File: src/rtl/cache_refill_ctrl.sv
// Miss-handling engine: samples the PLRU victim way, writes back a dirty victim,
// burst-reads the missing line, fills it into the chosen way and marks that way MRU.
module cache_refill_ctrl #(
    parameter int SET_ASSOC   = 4,
    parameter int LINE_WORDS  = 8,
    parameter int DATA_WIDTH  = 32,
    parameter int ADDR_WIDTH  = 32,
    parameter int INDEX_WIDTH = 7,
    localparam int OFF_W = $clog2(LINE_WORDS * DATA_WIDTH / 8),
    localparam int TAG_W = ADDR_WIDTH - INDEX_WIDTH - OFF_W,
    localparam int WAY_W = $clog2(SET_ASSOC),
    localparam int LINE_W = LINE_WORDS * DATA_WIDTH
) (
    input  logic                   clk,
    input  logic                   rst,
    input  logic                   miss_req,
    input  logic [ADDR_WIDTH-1:0]  miss_addr,
    output logic                   miss_ready,
    input  logic [WAY_W-1:0]       repl_index,
    output logic [SET_ASSOC-1:0]   repl_access,
    output logic                   repl_update,
    output logic                   tag_rd_en,
    output logic [INDEX_WIDTH-1:0] tag_rd_index,
    output logic [WAY_W-1:0]       tag_rd_way,
    input  logic                   vic_valid,
    input  logic                   vic_dirty,
    input  logic [TAG_W-1:0]       vic_tag,
    input  logic [LINE_W-1:0]      vic_data,
    output logic                   mem_req,
    output logic                   mem_we,
    output logic [ADDR_WIDTH-1:0]  mem_addr,
    input  logic                   mem_gnt,
    output logic [DATA_WIDTH-1:0]  mem_wdata,
    input  logic                   mem_wready,
    input  logic [DATA_WIDTH-1:0]  mem_rdata,
    input  logic                   mem_rvalid,
    output logic                   line_we,
    output logic [INDEX_WIDTH-1:0] line_index,
    output logic [WAY_W-1:0]       line_way,
    output logic [TAG_W-1:0]       line_tag,
    output logic [LINE_W-1:0]      line_wdata,
    output logic                   refill_done
);

    localparam int BEAT_W = $clog2(LINE_WORDS);
    localparam logic [BEAT_W-1:0] LAST_BEAT = BEAT_W'(LINE_WORDS - 1);
    localparam logic [ADDR_WIDTH-1:0] OFF_MASK = ADDR_WIDTH'((64'd1 << OFF_W) - 64'd1);
    localparam logic [SET_ASSOC-1:0] WAY_ONE = {{(SET_ASSOC-1){1'b0}}, 1'b1};

    typedef enum logic [2:0] {
        IDLE, LOOKUP, CHECK, WB_REQ, WB_DATA, RD_REQ, RD_DATA, FILL
    } state_t;

    state_t                 state;
    logic [ADDR_WIDTH-1:0]  addr_q;
    logic [WAY_W-1:0]       way_q;
    logic [LINE_W-1:0]      line_q;
    logic [BEAT_W-1:0]      beat;
    logic [INDEX_WIDTH-1:0] index_q;

    assign index_q = addr_q[OFF_W +: INDEX_WIDTH];

    always_ff @(posedge clk) begin
        if (rst) begin
            state       <= IDLE;
            miss_ready  <= 1'b1;
            tag_rd_en   <= 1'b0;
            mem_req     <= 1'b0;
            mem_we      <= 1'b0;
            mem_addr    <= '0;
            line_we     <= 1'b0;
            refill_done <= 1'b0;
            repl_update <= 1'b0;
            repl_access <= '0;
            addr_q      <= '0;
            way_q       <= '0;
            line_q      <= '0;
            beat        <= '0;
        end else begin
            case (state)
                IDLE: begin
                    if (miss_req && miss_ready) begin
                        addr_q     <= miss_addr & ~OFF_MASK;
                        miss_ready <= 1'b0;
                        tag_rd_en  <= 1'b1;
                        state      <= LOOKUP;
                    end
                end
                LOOKUP: begin
                    way_q     <= repl_index;
                    tag_rd_en <= 1'b0;
                    state     <= CHECK;
                end
                CHECK: begin
                    // The victim tag is captured straight into the writeback address.
                    line_q  <= vic_data;
                    mem_req <= 1'b1;
                    if (vic_valid && vic_dirty) begin
                        mem_we   <= 1'b1;
                        mem_addr <= {vic_tag, index_q, {OFF_W{1'b0}}};
                        state    <= WB_REQ;
                    end else begin
                        mem_we   <= 1'b0;
                        mem_addr <= addr_q;
                        state    <= RD_REQ;
                    end
                end
                WB_REQ: begin
                    if (mem_gnt) begin
                        mem_req  <= 1'b0;
                        mem_we   <= 1'b0;
                        mem_addr <= '0;
                        beat     <= '0;
                        state    <= WB_DATA;
                    end
                end
                WB_DATA: begin
                    if (mem_wready) begin
                        beat <= beat + 1'b1;
                        if (beat == LAST_BEAT) begin
                            mem_req  <= 1'b1;
                            mem_addr <= addr_q;
                            state    <= RD_REQ;
                        end
                    end
                end
                RD_REQ: begin
                    if (mem_gnt) begin
                        mem_req  <= 1'b0;
                        mem_addr <= '0;
                        beat     <= '0;
                        state    <= RD_DATA;
                    end
                end
                RD_DATA: begin
                    // The victim copy is fully drained by now, so the buffer is reused for the refill.
                    if (mem_rvalid) begin
                        line_q[beat*DATA_WIDTH +: DATA_WIDTH] <= mem_rdata;
                        beat <= beat + 1'b1;
                        if (beat == LAST_BEAT) begin
                            line_we     <= 1'b1;
                            refill_done <= 1'b1;
                            repl_update <= 1'b1;
                            repl_access <= WAY_ONE << way_q;
                            state       <= FILL;
                        end
                    end
                end
                FILL: begin
                    line_we     <= 1'b0;
                    refill_done <= 1'b0;
                    repl_update <= 1'b0;
                    repl_access <= '0;
                    miss_ready  <= 1'b1;
                    state       <= IDLE;
                end
                default: state <= IDLE;
            endcase
        end
    end

    assign mem_wdata    = (state == WB_DATA) ? line_q[beat*DATA_WIDTH +: DATA_WIDTH] : '0;
    assign tag_rd_index = tag_rd_en ? index_q : '0;
    assign tag_rd_way   = tag_rd_en ? repl_index : '0;
    assign line_index   = line_we ? index_q : '0;
    assign line_way     = line_we ? way_q : '0;
    assign line_tag     = line_we ? addr_q[ADDR_WIDTH-1 -: TAG_W] : '0;
    assign line_wdata   = line_we ? line_q : '0;

endmodule
File: config.mk
export PLATFORM = sky130hd
export DESIGN_NAME = cache_refill_ctrl
export DESIGN_NICKNAME = d
export VERILOG_FILES = /design/src/rtl/cache_refill_ctrl.sv
export SDC_FILE = /design/constraint.sdc
export NUM_CORES = 1
export LEC_CHECK = 0
export ABC_CLOCK_PERIOD_IN_PS = 4250
export BUFFER_PORTS_ARGS = -buffer_cell sky130_fd_sc_hd__buf_2
export CAP_MARGIN = 25
export CORE_AREA = 10 10 273 275
export CTS_CLUSTER_DIAMETER = 80
export DETAILED_ROUTE_END_ITERATION = 8
export DIE_AREA = 0 0 283 285
export SLEW_MARGIN = 30
export SYNTH_ARGS = -nofsm -noshare
export SYNTH_HDL_FRONTEND = slang
export SYNTH_SLANG_ARGS = --single-unit
File: constraint.sdc
create_clock -name clk -period 4.25 [get_ports clk]
set_clock_uncertainty 0.05 [all_clocks]
set_input_delay 0.425 -clock clk [delete_from_list [all_inputs] [get_ports clk]]
set_output_delay 0.425 -clock clk [all_outputs]
set_load 0.05 [all_outputs]
== After elaboration in Yosys (flattened, before gate mapping) ==
Cells that the tools add are included.

* Flip-flop bits (word level): 332
* Logic and storage cells: 97

* Add/subtract/negate cells: 2
* Equal/unequal tests: 16
* Shift operators: 4
* Muxes and demuxes: 43
* Reductions and logical operators: 20

{| class="wikitable"
|+ Operator list
! cell !! number
|-
| $mux 256 || 2
|-
| $pmux 256 s2 || 1
|-
| $bwmux 256 || 1
|-
| $shift 32x34->256 const A || 1
|-
| $shiftx 256x9->32 || 1
|-
| $shiftx 32x34->256 || 1
|-
| $mux 32 || 5
|-
| $pmux 32 s3 || 1
|-
| $neg 8->34 || 1
|-
| $mux 3 || 11
|-
| $pmux 3 s8 || 1
|-
| $mux 20 || 1
|-
| $eq 3x3->1 const B || 5
|-
| $mux 7 || 2
|-
| $ne 2x2->1 const B || 7
|-
| $reduce_and 2->1 || 5
|-
| $reduce_bool 2->1 || 5
|-
| $pmux 3 s3 || 1
|-
| $mux 4 || 2
|-
| $pmux 1 s2 || 4
|-
| $pmux 4 s2 || 1
|-
| $reduce_and 4->1 || 2
|-
| $mux 1 || 7
|-
| $reduce_and 7->1 || 1
|-
| other kinds (12) || 16
|}

== Longest topological paths before layout ==
* Depth after elaboration: 5
* Gate-level depth with buffers: 12
* Mapped depth without buffers: 7

== Least setup slack after synthesis ==
No wires, ideal clock.

* Path type: reg-to-reg
* Start point: register beat[1]
* End point: register line_q[221]
* Arrival: 2.836 ns
* Data required time: 4.066 ns
* Path slack: 1.230 ns
* Cell stages (with the launch flop): 13
* Buffers on the path: 5
* Cell sequence: dfxtp_1 -> buf_2 -> buf_1 -> inv_1 -> ha_1 -> ha_1 -> buf_2 -> nand2b_1 -> o41ai_4 -> and2_0 -> buf_2 -> buf_2 -> a311oi_1

* Word-level cells in the longest chain between the ends: 5

{| class="wikitable"
|+ Ends and longest elaborated chain
! item !! RTL line !! RTL
|-
| start: declaration || 58 || <nowiki>logic [BEAT_W-1:0] beat;</nowiki>
|-
| start signal: assignment || 119 || <nowiki>beat <= beat + 1'b1;</nowiki>
|-
| start signal: assignment || 139 || <nowiki>beat <= beat + 1'b1;</nowiki>
|-
| $neg 8->34 (*) || 138 || <nowiki>line_q[beat*DATA_WIDTH +: DATA_WIDTH] <= mem_rdata;</nowiki>
|-
| $shiftx 32x34->256 or $shift 32x34->256 (tied branches) || 138 ||
|-
| $bwmux 256 (*) || 138 ||
|-
| $mux 256 (*) || 137 || <nowiki>if (mem_rvalid) begin</nowiki>
|-
| $pmux 256 s2 (*) || 80 || <nowiki>case (state)</nowiki>
|-
| end signal: assignment || 96 || <nowiki>line_q <= vic_data;</nowiki>
|-
| end signal: indexed assignment || 138 ||
|-
| end: declaration || 57 || <nowiki>logic [LINE_W-1:0] line_q;</nowiki>
|}

Mark *: on every way between the ends. The rest lies on a longest branch, timed or not. The select of a mux whose other input is x is not followed.
A chain may end at the register's enable or synchronous reset.

== Final worst setup path ==
* Start point: register state[0]
* End point: output port mem_wdata[19]

* Word-level cells in the longest chain between the ends: 2

{| class="wikitable"
|+ Ends and longest elaborated chain
! item !! RTL line !! RTL
|-
| start: declaration || 54 || <nowiki>state_t state;</nowiki>
|-
| start signal: assignment || 65 || <nowiki>state <= IDLE;</nowiki>
|-
| start signal: assignment || 86 || <nowiki>state <= LOOKUP;</nowiki>
|-
| start signal: assignment || 92 || <nowiki>state <= CHECK;</nowiki>
|-
| $eq 3x3->1 || 162 || <nowiki>assign mem_wdata = (state == WB_DATA) ? line_q[beat*DATA_WIDTH +: DATA_WIDTH] : '0;</nowiki>
|-
| $mux 32 || 162 ||
|-
| end: declaration || 33 || <nowiki>output logic [DATA_WIDTH-1:0] mem_wdata,</nowiki>
|}

Every way passes these cells.

==> summary.md <==
| Metric | Value |
|---|---|
| Gr ovfl total | 0 |
| Pwr dens | around 560 nW/um^2 |
| Vias | about 21000 |
| Hold WS | 0.0447 ns |
| Top_reg_cell synth | dfxtp_1 |
| CTS buffer count | 43 |
| Min-Delay Path Class | primary input to flip-flop |
| Fin util | 35.3% |
| Asr flop ratio synth | 0% |
| Nets@finish | 3174 |
| Detail Route Antenna Nets | 0 |
| Worst path slowest cell | or3_2 |
| Hold endpoint | addr_q[9]$_SDFFE_PP0P_ |
| Final Cell Area | about 24000 um^2 |
| Clock Power Share | 25.2% |
| Peak supply drop | 0.000411 V |
| EDFF count, synth | 0 |
| Worst slew pin tran | 0.971 ns |
| Crit path capture type | output port |
| Number of global-route vias before repair | 21457 |
| Die Span X | between 200 and 300 um |
| Initial DRC Count | 2242 |
| Critical path cell sequence | or3_2, buf_4, a21oi_1, buf_2 |
| Syn avg cell area | 8.31 um^2 |
| Max-slew headroom | a little over a third |
| Initial antenna violation count | 38 |
| CTS tree | done |
| PortBufs | 708 |
| Sw power | 5.89 mW |
| Setup_tns | 0 ns |
| Mapped cell area | 18900 um^2 |
| Clk Latency, worst-skew pair | 0.56 ns |
| Unrepaired setup endpoints after global routing | false |
| First-pass GRT wire length | between 150000 and 200000 um |
| Top post-synthesis cells by area | dfxtp_1 35%, and2_1 9.9%, a21oi_1 7.8% |
| Most common cell in the netlist | dfxtp_1 |
| Largest net degree at the start of global routing | 144 |
| Sequential area share after synthesis | 34.6% |
| Die ar. | approximately 81000 um^2 |
| Total core area | 69300 um^2 |
| Worst path required time | 3.77 ns |
| Max_cap viols | 0 |
| Drt wl/cell | between 20 and 30 um |
| Starting Density | 27.3% |
| Crit Path Max Fanout | 27 |
| Placed Area | 23100 um^2 |
| Internal | 7.87 mW |
| Period minus WS final | 3.73 ns |
| R2r startpoint | state[0]$_SDFFE_PP0P_ |
| Final Hold Viols | 0 |
| Max Freq | 268 MHz |
| Sw Share | 42.8% |
| Total track usage | 26.2% |
| Yosys reg bits | between 300 and 400 |
| Cell Rows | 97 |
| Slowest cell delay on critical path | between 0.9 and 1 ns |
| Fin cells | around 3800 |
| Capture point of the worst reg-to-reg path | line_q[75]$_SDFFE_PP0P_ |
| FF-to-FF setup slack | 1.04 ns |
| Hold path start | miss_addr[9] |
| Layout cells sized above 1 | 33.6% |
| Critical Path AT | 3.25 ns |
| H-tree Lvls | 2 |
| Placed Cells | 3714 |
| Flop pwr share | between 30% and 40% |
| Setup Crit Path Kind | flip-flop to output port |
| Worst Hold Path Cells | 3 |
| Area Growth Syn to Fin | 29.5% |
| Synth area leader | dfxtp_1 |
| Detailed placement HPWL | between 80000 and 90000 um |
| Post-synth top cells | 327 x dfxtp_1, 298 x and2_1, 295 x a21oi_1, 191 x nand2_1, 154 x clkbuf_1 |
| LEAKAGE | 10.3 nW |
| Comb pwr share | 38.5% |
| Drt pass-1 iters | 5 |
| Clk slew on worst S/H paths | 0.06 ns |
| Die Y | 285 um |
| Synth Instances | 2277 |
| DRC viols | 0 |
| Status | finished clean |
| Clock Tree Root | clkbuf_16 |
| Final Setup Violations | 0 |
| FF-to-FF path depth | 6 |
| Yosys top cell area share | 34.6% |
| Slew Viols, Final | 0 |
| Post-CTS setup buffer count | 0 |
| Routed wire length | approximately 110000 um |
| Yosys warns | 0 |
| Resized Gates After CTS | 0 |
| Global placement routability congestion | 0.974 |
| Hold_buf cts | 0 |
| Deepest clock path buffer count | 3 |
| Final Cycle Share | 87.7% |
| Num ports | 719 |
| CP startpoint kind | flip-flop |
| CTS Sinks | 327 |
| Netlist cell types | 63 |
| Drt via density | between 5 and 6 |
flip-flops by register name, summed over array words and instances, names as in the netlist:
signal / flops
mem_req: 1
mem_addr: 27
refill_done: 1
addr_q: 27
mem_we: 1
line_q: 256
tag_rd_en: 1
beat: 3
repl_access: 4
miss_ready: 1
way_q: 2
state: 3
routing by layer:
layer | track usage (%) | part of all wire [%] | vias to the layer above
met3 | 8.23 | 10 | 260
met2 | 43.5 | 47 | 1348
li1 | - | - | 9464
met5 | 0 | 0.16 | -
met4 | 13.1 | 5.4 | 26
met1 | 30.0 | 37 | 10344
worst max-delay path, delay by kind of cell (launching register included):
kind	cells	cell delay [ns]
compound gates	1	0.42
simple gates	1	0.93
flops	1	0.63
buf+inv	2	0.69
cell type report:
type | count | area [um^2]
fillers | 7450 | 44800
multi-input cells | 1609 | 11100
flip-flops and latches | 327 | 6560
repair buffers | 764 | 4070
clock buffers | 64 | 1210
well taps | 940 | 1180
inverters | 74 | 278
clock inverters | 9 | 70.1
diodes | 22 | 55.1
cell families (layout without fill, tap and decap cells):
kind of cell	count (synthesis)	in the layout	share of synthesized area (%)
muxes	68	68	7.83
adders and majority gates	5	5	0.331
other	1	27	0.0198
AOI/OAI and AO/OA	851	851	30.6
and+or+nand+nor	678	678	18.9
buffers and inverters	345	911	7.63
xor gates and xnor gates	2	2	0.0926
DFF	327	327	34.6
stage by stage:
stage / setup slack [ns] / power (mW)
detailed placement: 1.08 / 10.3
global route: 0.468 / 14.5
finish: 0.522 / 13.8
CTS: 0.505 / 13.8
global placement: 0.907 / 10.3
floorplan: 1.23 / 8.29
cells in the final DEF, fill, tap and decap left out, types with 7 or more instances in the layout:
master,netlist,final
nand4_1,7,7
o22ai_1,32,32
o2bb2ai_1,32,32
clkbuf_1,154,15
a311oi_1,32,32
a21oi_1,295,295
nor2_1,81,80
o21ai_0,41,41
clkbuf_16,0,43
mux4_2,64,64
a22oi_1,149,149
buf_2,87,707
dfxtp_1,327,322
a31o_2,31,31
a211oi_1,149,149
buf_12,0,8
diode_2,0,22
and2_1,298,294
nand3_1,37,37
nor2b_1,35,34
nand2_1,191,191
a221oi_1,63,63
inv_1,73,71
buf_4,10,48
power groups by stage:
stage	Combinational (mW)	Clock (mW)	Sequential, mW
final	5.30	3.46	5.00
after global routing	5.72	3.64	5.11
after CTS	5.31	3.53	4.98
after detailed placement	5.30	0	5.03
after global placement	5.24	0	5.02
after floorplan	3.32	0	4.97
how the worst max path moves through the flow:
stage | from | endpoint | slack [ns]
after floorplan | beat[1]$_SDFFE_PP0P_ | line_q[221]$_SDFFE_PP0P_ | 1.23
after global placement | state[1]$_SDFFE_PP0P_ | line_q[55]$_SDFFE_PP0P_ | 0.91
after detailed placement | state[0]$_SDFFE_PP0P_ | line_q[83]$_SDFFE_PP0P_ | 1.08
after CTS | state[0]$_SDFFE_PP0P_ | mem_wdata[19] | 0.51
final | state[0]$_SDFFE_PP0P_ | mem_wdata[19] | 0.52
after global routing | state[0]$_SDFFE_PP0P_ | mem_wdata[19] | 0.47
(Power assumes the default switching activity.)
